[config.mk]
export PLATFORM = sky130hd
export DESIGN_NAME = s_port
export DESIGN_NICKNAME = d
export VERILOG_FILES = /design/src/rtl/bus_pkg.sv /design/src/rtl/s_port_rx_shift.sv /design/src/rtl/s_port.sv
export SDC_FILE = /design/constraint.sdc
export NUM_CORES = 1
export LEC_CHECK = 0
export BUFFER_PORTS_ARGS = -buffer_cell sky130_fd_sc_hd__buf_4
export CAP_MARGIN = 20
export CORE_ASPECT_RATIO = 0.8
export CORE_MARGIN = 1.5
export CORE_UTILIZATION = 55
export DETAILED_ROUTE_END_ITERATION = 16
export GPL_ROUTABILITY_DRIVEN = 0
export MAX_ROUTING_LAYER = met4
export PLACE_DENSITY = 0.88
export SYNTH_ARGS = -nofsm -noshare
export SYNTH_HDL_FRONTEND = slang
export SYNTH_SLANG_ARGS = --single-unit
[constraint.sdc]
create_clock -name clk -period 3.3 [get_ports clk]
set_input_delay 0.33 -clock clk [delete_from_list [all_inputs] [get_ports clk]]
set_output_delay 0.33 -clock clk [all_outputs]
set_load 0.02 [all_outputs]
[src/rtl/bus_pkg.sv]
// Shared widths, bus_mode encodings and the s_port state type for the serial system bus.
package bus_pkg;
    localparam int ADDR_W = 16;
    localparam int DATA_W = 8;

    localparam logic MODE_ADDR = 1'b0;
    localparam logic MODE_DATA = 1'b1;

    typedef enum logic [2:0] {
        ADDR, WDATA, WR_ACK, RD_WAIT, RD_HOLD, RD_SEND, RD_ACK
    } s_port_state_t;

    function automatic logic addr_hit(input logic [ADDR_W-1:0] addr,
                                      input logic [ADDR_W-1:0] match,
                                      input logic [ADDR_W-1:0] mask);
        return (addr & mask) == (match & mask);
    endfunction
endpackage

[src/rtl/s_port_rx_shift.sv]
// LSB-first serial-to-parallel shifter; done pulses combinationally with the last bit
// and word presents the completed value in that same cycle.
module s_port_rx_shift #(
    parameter int W = 8
) (
    input  logic         clk,
    input  logic         rst,
    input  logic         clr,
    input  logic         in_valid,
    input  logic         in_bit,
    output logic [W-1:0] word,
    output logic         done
);
    localparam int CW = $clog2(W);
    localparam logic [CW-1:0] LAST = CW'(W - 1);

    logic [W-1:0]  sr_q, sr_d;
    logic [CW-1:0] cnt_q, cnt_d;

    always_comb begin
        word  = {in_bit, sr_q[W-1:1]};
        done  = in_valid && !clr && (cnt_q == LAST);
        sr_d  = sr_q;
        cnt_d = cnt_q;
        if (clr) begin
            sr_d  = '0;
            cnt_d = '0;
        end else if (in_valid) begin
            sr_d  = word;
            cnt_d = done ? '0 : cnt_q + CW'(1);
        end
    end

    always_ff @(posedge clk) begin
        if (rst) begin
            sr_q  <= '0;
            cnt_q <= '0;
        end else begin
            sr_q  <= sr_d;
            cnt_q <= cnt_d;
        end
    end
endmodule

[src/rtl/s_port.sv]
// Target-side serial bus port: captures address/write data, strobes the local slave,
// serialises read data and issues s_ack/s_split. Address decode: S_PORT_ADDR_DECODE_EN.
module s_port
    import bus_pkg::*;
#(
    parameter int               SPLIT_THRESHOLD = 2,
    parameter logic [ADDR_W-1:0] ADDR_MATCH     = 16'h0000,
    parameter logic [ADDR_W-1:0] ADDR_MASK      = 16'hF000
) (
    input  logic              clk,
    input  logic              rst,
    input  logic              bus_data_out,
    input  logic              bus_data_out_valid,
    input  logic              bus_mode,
    input  logic              bus_m_rw,
    output logic              bus_data_in,
    output logic              bus_data_in_valid,
    output logic              s_ack,
    output logic              s_split,
    output logic [ADDR_W-1:0] s_addr,
    output logic [DATA_W-1:0] s_wdata,
    output logic              s_wr_en,
    output logic              s_rd_req,
    input  logic [DATA_W-1:0] s_rd_data,
    input  logic              s_rd_valid
);
`ifdef S_PORT_ADDR_DECODE_EN
    localparam logic DECODE_EN = 1'b1;
`else
    localparam logic DECODE_EN = 1'b0;
`endif
    localparam int WCW = $clog2(SPLIT_THRESHOLD + 1) + 1;
    localparam logic [WCW-1:0] THR = WCW'(SPLIT_THRESHOLD);

    s_port_state_t     state_q, state_d;
    logic [ADDR_W-1:0] addr_q, addr_d;
    logic [DATA_W-1:0] wdata_q, wdata_d, rdata_q, rdata_d;
    logic              wr_en_q, wr_en_d, rd_req_q, rd_req_d, ack_q, ack_d, split_q, split_d;
    logic              din_q, din_d, din_vld_q, din_vld_d, split_done_q, split_done_d;
    logic [WCW-1:0]    wait_q, wait_d;
    logic [3:0]        send_q, send_d;

    logic              addr_in, data_in, data_clr, addr_done, data_done, hit;
    logic [ADDR_W-1:0] addr_word;
    logic [DATA_W-1:0] data_word;

    assign addr_in  = bus_data_out_valid && bus_mode == MODE_ADDR &&
                      (state_q == ADDR || state_q == WDATA);
    assign data_in  = bus_data_out_valid && bus_mode == MODE_DATA && state_q == WDATA;
    // An address-phase bit inside WDATA abandons the write; the address shifter keeps it as bit 0.
    assign data_clr = rst || (state_q == WDATA && bus_data_out_valid && bus_mode == MODE_ADDR);
    assign hit      = !DECODE_EN || addr_hit(addr_word, ADDR_MATCH, ADDR_MASK);

    s_port_rx_shift #(.W(ADDR_W)) u_addr_sh (
        .clk(clk), .rst(rst), .clr(rst), .in_valid(addr_in), .in_bit(bus_data_out),
        .word(addr_word), .done(addr_done)
    );

    s_port_rx_shift #(.W(DATA_W)) u_data_sh (
        .clk(clk), .rst(rst), .clr(data_clr), .in_valid(data_in), .in_bit(bus_data_out),
        .word(data_word), .done(data_done)
    );

    always_comb begin
        state_d      = state_q;
        addr_d       = addr_q;
        wdata_d      = wdata_q;
        rdata_d      = rdata_q;
        wait_d       = wait_q;
        split_done_d = split_done_q;
        send_d       = send_q;
        wr_en_d      = 1'b0;
        rd_req_d     = 1'b0;
        ack_d        = 1'b0;
        split_d      = 1'b0;
        din_d        = 1'b0;
        din_vld_d    = 1'b0;
        case (state_q)
            ADDR: begin
                if (addr_done && hit) begin
                    addr_d = addr_word;
                    if (bus_m_rw) begin
                        state_d = WDATA;
                    end else begin
                        rd_req_d     = 1'b1;
                        wait_d       = '0;
                        split_done_d = 1'b0;
                        state_d      = RD_WAIT;
                    end
                end
            end
            WDATA: begin
                if (data_clr) begin
                    state_d = ADDR;
                end else if (data_done) begin
                    wdata_d = data_word;
                    wr_en_d = 1'b1;
                    state_d = WR_ACK;
                end
            end
            WR_ACK: begin
                ack_d   = 1'b1;
                state_d = ADDR;
            end
            RD_WAIT: begin
                if (s_rd_valid) begin
                    rdata_d = s_rd_data;
                    state_d = RD_HOLD;
                end else begin
                    if (SPLIT_THRESHOLD != 0 && wait_q == THR && !split_done_q) begin
                        split_d      = 1'b1;
                        split_done_d = 1'b1;
                    end
                    if (wait_q < THR) wait_d = wait_q + WCW'(1);
                end
            end
            RD_HOLD: begin
                if (bus_mode == MODE_DATA && !bus_data_out_valid) begin
                    din_d     = rdata_q[0];
                    din_vld_d = 1'b1;
                    send_d    = 4'd1;
                    state_d   = RD_SEND;
                end
            end
            RD_SEND: begin
                if (send_q == 4'd8) begin
                    ack_d   = 1'b1;
                    state_d = RD_ACK;
                end else begin
                    din_d     = rdata_q[send_q[2:0]];
                    din_vld_d = 1'b1;
                    send_d    = send_q + 4'd1;
                end
            end
            RD_ACK:  state_d = ADDR;
            default: state_d = ADDR;
        endcase
    end

    always_ff @(posedge clk) begin
        if (rst) begin
            state_q      <= ADDR;
            addr_q       <= '0;
            wdata_q      <= '0;
            rdata_q      <= '0;
            wait_q       <= '0;
            split_done_q <= 1'b0;
            send_q       <= '0;
            wr_en_q      <= 1'b0;
            rd_req_q     <= 1'b0;
            ack_q        <= 1'b0;
            split_q      <= 1'b0;
            din_q        <= 1'b0;
            din_vld_q    <= 1'b0;
        end else begin
            state_q      <= state_d;
            addr_q       <= addr_d;
            wdata_q      <= wdata_d;
            rdata_q      <= rdata_d;
            wait_q       <= wait_d;
            split_done_q <= split_done_d;
            send_q       <= send_d;
            wr_en_q      <= wr_en_d;
            rd_req_q     <= rd_req_d;
            ack_q        <= ack_d;
            split_q      <= split_d;
            din_q        <= din_d;
            din_vld_q    <= din_vld_d;
        end
    end

    assign s_addr            = addr_q;
    assign s_wdata           = wdata_q;
    assign s_wr_en           = wr_en_q;
    assign s_rd_req          = rd_req_q;
    assign s_ack             = ack_q;
    assign s_split           = split_q;
    assign bus_data_in       = din_q;
    assign bus_data_in_valid = din_vld_q;
endmodule

==> results of run 1 <==
## power by group
part / total, mW / switching, mW / internal [mW]
Sequential: 0.945 / 0.00249 / 0.942
Clock: 0.846 / 0.345 / 0.501
Combinational: 0.0540 / 0.0337 / 0.0203
## metrics by stage
stage                     hold slack [ns]  std cells
after floorplan                     0.423        348
after global placement              0.443        453
after detailed placement            0.449        453
after CTS                           0.211        469
after global routing                0.224        469
final                               0.221        469
## flip-flops by register name, indices dropped and copies added (netlist names)
name,count
s_addr,16
bus_data_in_valid,1
s_split,1
u_addr_sh.cnt_q,4
s_rd_req,1
u_data_sh.sr_q,7
s_ack,1
u_data_sh.cnt_q,3
rdata_q,8
wait_q,3
send_q,4
split_done_q,1
bus_data_in,1
state_q,3
s_wdata,8
s_wr_en,1
u_addr_sh.sr_q,15
## kinds of logic after synthesis
kind of cell | Yosys count | share of synthesized area, %
xor gates and xnor gates | 3 | 0.816
AOI/OAI and AO/OA | 57 | 10.5
DFF | 78 | 48.5
and+or+nand+nor | 149 | 23.6
adders and majority gates | 7 | 2.72
buffers and inverters | 27 | 4.35
muxes | 27 | 9.52
## worst min path at each step
stage	end	slack, ns	depth (start not counted)
after detailed placement	rdata_q[4]	0.45	2
after global placement	u_data_sh.cnt_q[2]	0.44	2
after global routing	rdata_q[5]	0.22	3
final	rdata_q[1]	0.22	3
after CTS	rdata_q[1]	0.21	3
after floorplan	s_split	0.42	1
## area by class of cell
cell class / count / area [sq um] / area share (%)
Sequential cell: 78 / 1560 / 41.2
Clock buffer: 10 / 128 / 3.37
Clock inverter: 6 / 110 / 2.91
Multi-Input combinational cell: 243 / 1520 / 40.0
Tap cell: 78 / 97.6 / 2.58
Inverter: 8 / 30.0 / 0.792
Timing Repair Buffer: 46 / 345 / 9.11
## routing by layer
layer	track usage (%)	up-vias	routed length [microns]
met5	-	-	0
met1	28.5	1195	2940
li1	-	1268	-
met4	5.73	0	91
met2	33.4	50	3010
met3	7.60	10	288
## critical path, stage by stage, from the launching register on
cell     delay, ns
dfxtp_1       0.68
nor4b_4       0.09
buf_4         0.22
a21o_1        0.33
nor3_4        0.47
mux2_2        0.39
## placed cells by master, fill, tap and decap left out, types with 2 or more instances in the layout
cell type    n
dfxtp_1     78
nand2_1     69
buf_4       46
a21oi_1     42
nor2_1      27
mux2i_1     16
nor3_1      11
nor2b_1      9
mux2_2       9
clkbuf_8     9
inv_1        8
ha_1         7
or3_1        4
nand3_1      3
xor2_1       3
bufinv_16    3
nand3b_1     2
and2_1       2
nand4_1      2
nor3b_1      2
a211oi_1     2
or2b_1       2
and4b_1      2
o32ai_1      2
nand2b_1     2
mux4_2       2
clkinvlp_4   2
==> out/metrics.csv, run 1 <==
stage,metric,value,unit
outcome,status,"finished, final reports clean",
logic_synthesis,post-synthesis cell area,3220,sq um
clocking,total CTS buffers,9,
global_route,total grt overflow,0,
placement,area of placed instances,3550,sq um
sta,RSZ-0062 raised after global routing,false,
logic_synthesis,Cells after Synth,348,
logic_synthesis,most instantiated library cell after synthesis,dfxtp_1,
worst_setup_path,worst endpoint data arrival time,2.53,ns
worst_setup_path,crit path max fanout,21,
worst_setup_path,FF-to-FF End,s_wdata[4],
route,WL/cell,13.5,microns
clocking,cts hold-fix bufs,0,
route,Initial DRC Count,144,
final_layout,layout cell share with drive strength beyond 1,20.2,%
worst_setup_path,flop2flop setup slack,1.01,ns
sta,Fmax,436,MHz
worst_setup_path,crit path launch,state_q[1],
clocking,clk root buf,clkbuf_8,
logic_synthesis,top_reg_cell synth,dfxtp_1,
logic_synthesis,top post-synthesis cells by count,"78 x dfxtp_1, 69 x nand2_1, 42 x a21oi_1",
clocking,TritonCTS clock tree,yes,
final_layout,# fillers,420,
floorplan,CORE AREA,5560,sq um
floorplan,FP Rows,24,
clocking,number of H-tree levels,3,
power_and_ir_drop,Pwr Total,1.85,mW
worst_setup_path,Worst Reg-to-Reg Cells,5,
clocking,CTS max path bufs,2,
sta,final hold violation count,0,
sta,Max-slew headroom,54.0,%
final_layout,P&R area growth vs syn,17.7,%
floorplan,Initial Utilization,58.0,%
floorplan,Die Span Y,71.4,microns
floorplan,die area,6320,sq um
route,DRC Markers,0,
clocking,# clock sinks,78,
placement,IO Port Bufs,44,
logic_synthesis,"FFs w/ async S/R, synth",0,%
worst_setup_path,end of the critical path,s_wdata[4],
sta,Final TNS setup,0,ns
logic_synthesis,Yosys top cell area share,48.5,%
floorplan,Boundary Pins,45,
final_layout,Final #Nets,408,
route,First-pass DRT Iterations,4,
sta,Final period util,69.4,%
power_and_ir_drop,worst vdd ir,0.419,mV
route,total number of vias,2523,
route,"wirelength, routed",6.32,mm
logic_synthesis,sequential fraction of the synthesis area,48.5,%
clocking,Post-CTS Setup Repair Bufs,0,
clocking,Clock Pin Slew Worst Setup and Hold Paths,0.08,ns
worst_setup_path,r2r startpoint,state_q[1],
floorplan,Die Span X,88.5,microns
logic_synthesis,syn avg cell area,9.25,sq um
global_route,largest net degree at the start of global routing,73,
final_layout,Finished Core Util,68.2,%
route,vias per inst,5.38,
worst_setup_path,Worst Path Required,3.54,ns
sta,post-route minimum period,2.29,ns
worst_setup_path,CP endpoint kind,flip-flop,
sta,fin. max-slew vios,0,
sta,setup ws final,1.01,ns
route,antenna violation net count after detailed routing,0,
final_layout,Diodes inserted,0,
placement,Detailed Place HPWL,4.14,mm
worst_setup_path,CP Class,reg -> reg,
clocking,clock latency on the worst-skew pair,0.35,ns
global_route,initial antenna violation count,0,
hold_path,worst min-delay path startpoint,s_rd_data[1],
logic_synthesis,net count after synthesis,370,
sta,Setup Skew,0.00593,ns
placement,pre-CTS setup slack,1.04,ns
final_layout,final instance area,3790,sq um
logic_synthesis,largest cells by area after synthesis,"dfxtp_1 49%, nand2_1 8.0%, a21oi_1 6.5%",
flow_run,number of max-cap violations,0,
global_route,Total Routing Usage GR,22.1,%
logic_synthesis,"Warnings, synthesis",0,
logic_synthesis,Cell variety after synth,50,
logic_synthesis,largest area contributor in the netlist,dfxtp_1,
worst_setup_path,Worst Setup Start Kind,flip-flop,
power_and_ir_drop,pwr dens,487,nW/um^2
power_and_ir_drop,Pleak,1.62,nW
sta,endpoints failing setup,0,
logic_synthesis,Seq cells post-synth,78,
global_route,global-route wire length before repair,10.4,mm
hold_path,worst hold path class,in -> reg,
clocking,Resized Gates After CTS,0,
logic_synthesis,number of synthesized flops with an enable pin,0,
global_route,vias in the first global route,2194,
sta,measured slew at the worst slew-check pin,0.690,ns
(Power assumes the default switching activity.)
==> run 2, diff against run 1 <==
ABC_AREA = 1   (was unset)
CORE_UTILIZATION = 51   (was 55)
PLACE_DENSITY = 0.86   (was 0.88)
clock period = 2.1 ns   (was 3.3 ns; I/O delays follow)
==> run 2 against run 1 <==
Cell area is 1.8% higher. Cell count is 16% higher. Combinational power grew to 18 times the previous value. Non-clock buffer count is 1 higher. Largest cell class unchanged. Synthesized cell count is 19% higher.
==> out/metrics.csv, run 2 <==
stage,metric,value,unit,change
logic_synthesis,net count after synthesis,437,,was 370
power_and_ir_drop,pwr dens,996,nW/um^2,was 487 nW/um^2
hold_path,Worst Hold Depth,3,,unchanged
route,vias per inst,5.01,,was 5.38
sta,endpoints failing setup,0,,unchanged
route,antenna violation net count after detailed routing,0,,unchanged
logic_synthesis,largest area contributor in the netlist,dfxtp_1,,unchanged
clocking,# clock sinks,78,,unchanged
logic_synthesis,Yosys top cell area share,47.3,%,was 48.5%
global_route,M1 GR Usage,23.9,%,was 28.5%
worst_setup_path,crit-path cells,inv_1 > nand3_2 > nor2_4 > nand2_2 > nor2_4 > inv_1 > nand3_1 > o21ai_0,,was nor4b_4 > buf_4 > a21o_1 > nor3_4 > mux2_2
logic_synthesis,Seq cells post-synth,78,,unchanged
sta,Final TNS setup,0,ns,unchanged
sta,Setup Skew,0.0108,ns,was 0.00593 ns
floorplan,Initial Utilization,52.3,%,was 58.0%
hold_path,worst hold path class,in -> reg,,unchanged
logic_synthesis,syn avg cell area,7.95,sq um,was 9.25 sq um
floorplan,Boundary Pins,45,,unchanged
logic_synthesis,top_reg_cell synth,dfxtp_1,,unchanged
global_route,met2 GRT Util,34.0,%,was 33.4%
sta,Max-slew headroom,75.1,%,was 54.0%
global_route,total grt overflow,0,,unchanged
floorplan,FP Rows,26,,was 24
worst_setup_path,Worst Path Required,2.33,ns,was 3.54 ns
clocking,cts hold-fix bufs,0,,unchanged
clocking,number of H-tree levels,3,,unchanged
logic_synthesis,number of synthesized flops with an enable pin,0,,unchanged
clocking,clk root buf,clkbuf_8,,unchanged
floorplan,Die Span Y,75.0,microns,was 71.4 microns
route,First-pass DRT Iterations,4,,unchanged
hold_path,worst min-delay path startpoint,s_rd_data[2],,was s_rd_data[1]
worst_setup_path,CP endpoint kind,flip-flop,,unchanged
logic_synthesis,"Warnings, synthesis",0,,unchanged
final_layout,layout cell share with drive strength beyond 1,20.0,%,was 20.2%
worst_setup_path,Worst Reg-to-Reg Cells,8,,was 5
worst_setup_path,slowest CP cell,dfxtp_1,,unchanged
sta,post-route minimum period,1.77,ns,was 2.29 ns
logic_synthesis,sequential fraction of the synthesis area,47.3,%,was 48.5%
sta,final hold violation count,0,,unchanged
clocking,CTS max path bufs,2,,unchanged
outcome,status,"finished, final reports clean",,unchanged
logic_synthesis,post-synthesis cell area,3300,sq um,was 3220 sq um
logic_synthesis,most instantiated library cell after synthesis,dfxtp_1,,unchanged
worst_setup_path,Worst Setup Start Kind,flip-flop,,unchanged
placement,area of placed instances,3650,sq um,was 3550 sq um
global_route,largest net degree at the start of global routing,34,,was 73
final_layout,Final #Nets,477,,was 408
global_route,Total Routing Usage GR,20.4,%,was 22.1%
final_layout,Largest register FFs,16,,unchanged
route,"wirelength, routed",6.45,mm,was 6.32 mm
floorplan,die area,6970,sq um,was 6320 sq um
route,DRC Markers,0,,unchanged
worst_setup_path,worst endpoint data arrival time,2.00,ns,was 2.53 ns
sta,fin. max-slew vios,0,,unchanged
clocking,clock latency on the worst-skew pair,0.35,ns,about the same
worst_setup_path,CP Class,reg -> reg,,unchanged
placement,Detailed Place HPWL,4.62,mm,was 4.14 mm
global_route,busiest layer in global routing,met2,,unchanged
global_route,M3 GR Usage,6.67,%,was 7.60%
worst_setup_path,crit path launch,state_q[2],,was state_q[1]
logic_synthesis,"FFs w/ async S/R, synth",0,%,unchanged
final_layout,final instance area,3860,sq um,was 3790 sq um
final_layout,P&R area growth vs syn,16.9,%,was 17.7%
floorplan,Die Span X,92.9,microns,was 88.5 microns
final_layout,# fillers,573,,was 420
global_route,vias in the first global route,2472,,"was 2,194"
sta,measured slew at the worst slew-check pin,0.374,ns,was 0.690 ns
clocking,Clock Pin Slew Worst Setup and Hold Paths,0.08,ns,about the same
worst_setup_path,r2r startpoint,state_q[2],,was state_q[1]
logic_synthesis,Cell variety after synth,31,,was 50
final_layout,Diodes inserted,0,,unchanged
clocking,Post-CTS Setup Repair Bufs,0,,unchanged
worst_setup_path,crit path max fanout,16,,was 21
flow_run,number of max-cap violations,0,,unchanged
sta,RSZ-0062 raised after global routing,false,,unchanged
clocking,total CTS buffers,9,,unchanged
final_layout,most frequent cells in the layout,"78 x dfxtp_1, 54 x nor2_1, 51 x nand2_1, 50 x o21ai_0",,"was 78 x dfxtp_1, 69 x nand2_1, 46 x buf_4, 42 x a21oi_1, 27 x nor2_1"
global_route,initial antenna violation count,0,,unchanged
route,WL/cell,11.9,microns,was 13.5 microns
logic_synthesis,top post-synthesis cells by count,"78 x dfxtp_1, 54 x nor2_1, 51 x nand2_1",,"was 78 x dfxtp_1, 69 x nand2_1, 42 x a21oi_1"
floorplan,CORE AREA,6310,sq um,was 5560 sq um
logic_synthesis,largest cells by area after synthesis,"dfxtp_1 47%, o21ai_0 7.6%, a21oi_1 7.0%",,"was dfxtp_1 49%, nand2_1 8.0%, a21oi_1 6.5%"
final_layout,"most common cell after layout, fill and taps aside",dfxtp_1,,unchanged
worst_setup_path,CP peak stage delay,0.42,ns,was 0.68 ns
clocking,TritonCTS clock tree,yes,,unchanged
power_and_ir_drop,worst vdd ir,0.530,mV,was 0.419 mV
placement,IO Port Bufs,44,,unchanged
global_route,global-route wire length before repair,10.7,mm,was 10.4 mm
logic_synthesis,Cells after Synth,415,,was 348
route,Initial DRC Count,138,,was 144
power_and_ir_drop,Pleak,1.56,nW,was 1.62 nW
sta,Fmax,565,MHz,was 436 MHz
sta,Final period util,84.3,%,was 69.4%
clocking,Resized Gates After CTS,0,,unchanged
route,total number of vias,2728,,"was 2,523"
## run 2: cell count changes after synthesis, moves of 7 or more
cell,delta
mux2_2,-9
inv_1,+39
mux2i_1,-16
nor2_4,+7
nand3_1,+11
nand2_1,-18
nor2b_1,-9
nor2_1,+27
o21ai_0,+49
## run 2: cell families after synthesis
family                   share of synthesized area [%]
adder cells (fa/ha/maj)                           2.65
flip-flops                                        47.3
AND/OR/NAND/NOR                                   23.0
AO/OA/AOI/OAI                                     17.6
buffers and inverters                             8.91
XOR/XNOR                                         0.531
## run 2: per-stage QoR
stage               utilization (%)  total power, mW  hold WS, ns  setup WS (ns)  std cells
detailed placement             57.8             2.71        0.437          0.342        528
CTS                            61.1             3.86        0.122          0.330        544
floorplan                         -             2.54        0.372          0.701        415
global route                   61.1             4.08        0.127          0.197        544
global placement               57.8             2.67        0.432          0.467        528
finish                         61.1             3.84        0.135          0.329        544
## run 2: power breakdown
| part | switching, mW | internal (mW) |
|---|---|---|
| combinational | 0.641 | 0.333 |
| clock | 0.538 | 0.611 |
| sequential | 0.123 | 1.59 |
| total | 1.30 | 2.54 |
## run 2: metal layers
metal,share of wire (%),vias to the layer above
met5,0,-
met4,0.57,0
li1,-,1426
met1,47,1242
met3,5.6,4
met2,47,56
## run 2: final cells by class
type	count	area (sq um)	area share [%]
flip-flops and latches	78	1560	40.5
multi-input cells	270	1450	37.5
repair buffers	47	353	9.15
inverters	49	184	4.77
clock buffers	11	151	3.92
well taps	84	105	2.72
clock inverters	5	57.6	1.49
## run 2: worst max-delay path, delay by kind of cell (launching register included)
kind	cells	cell delay [ns]
compound gates	1	0.08
buf+inv	2	0.28
flops	1	0.42
simple gates	5	0.88
## run 2: path summary, 6_finish.rpt
check	endpoint	slack (ns)
setup / recovery	s_wdata[7]	0.33
hold / removal	rdata_q[2]	0.14
hold reg to reg	s_addr[14]	0.44
setup reg to reg	s_wdata[7]	0.33
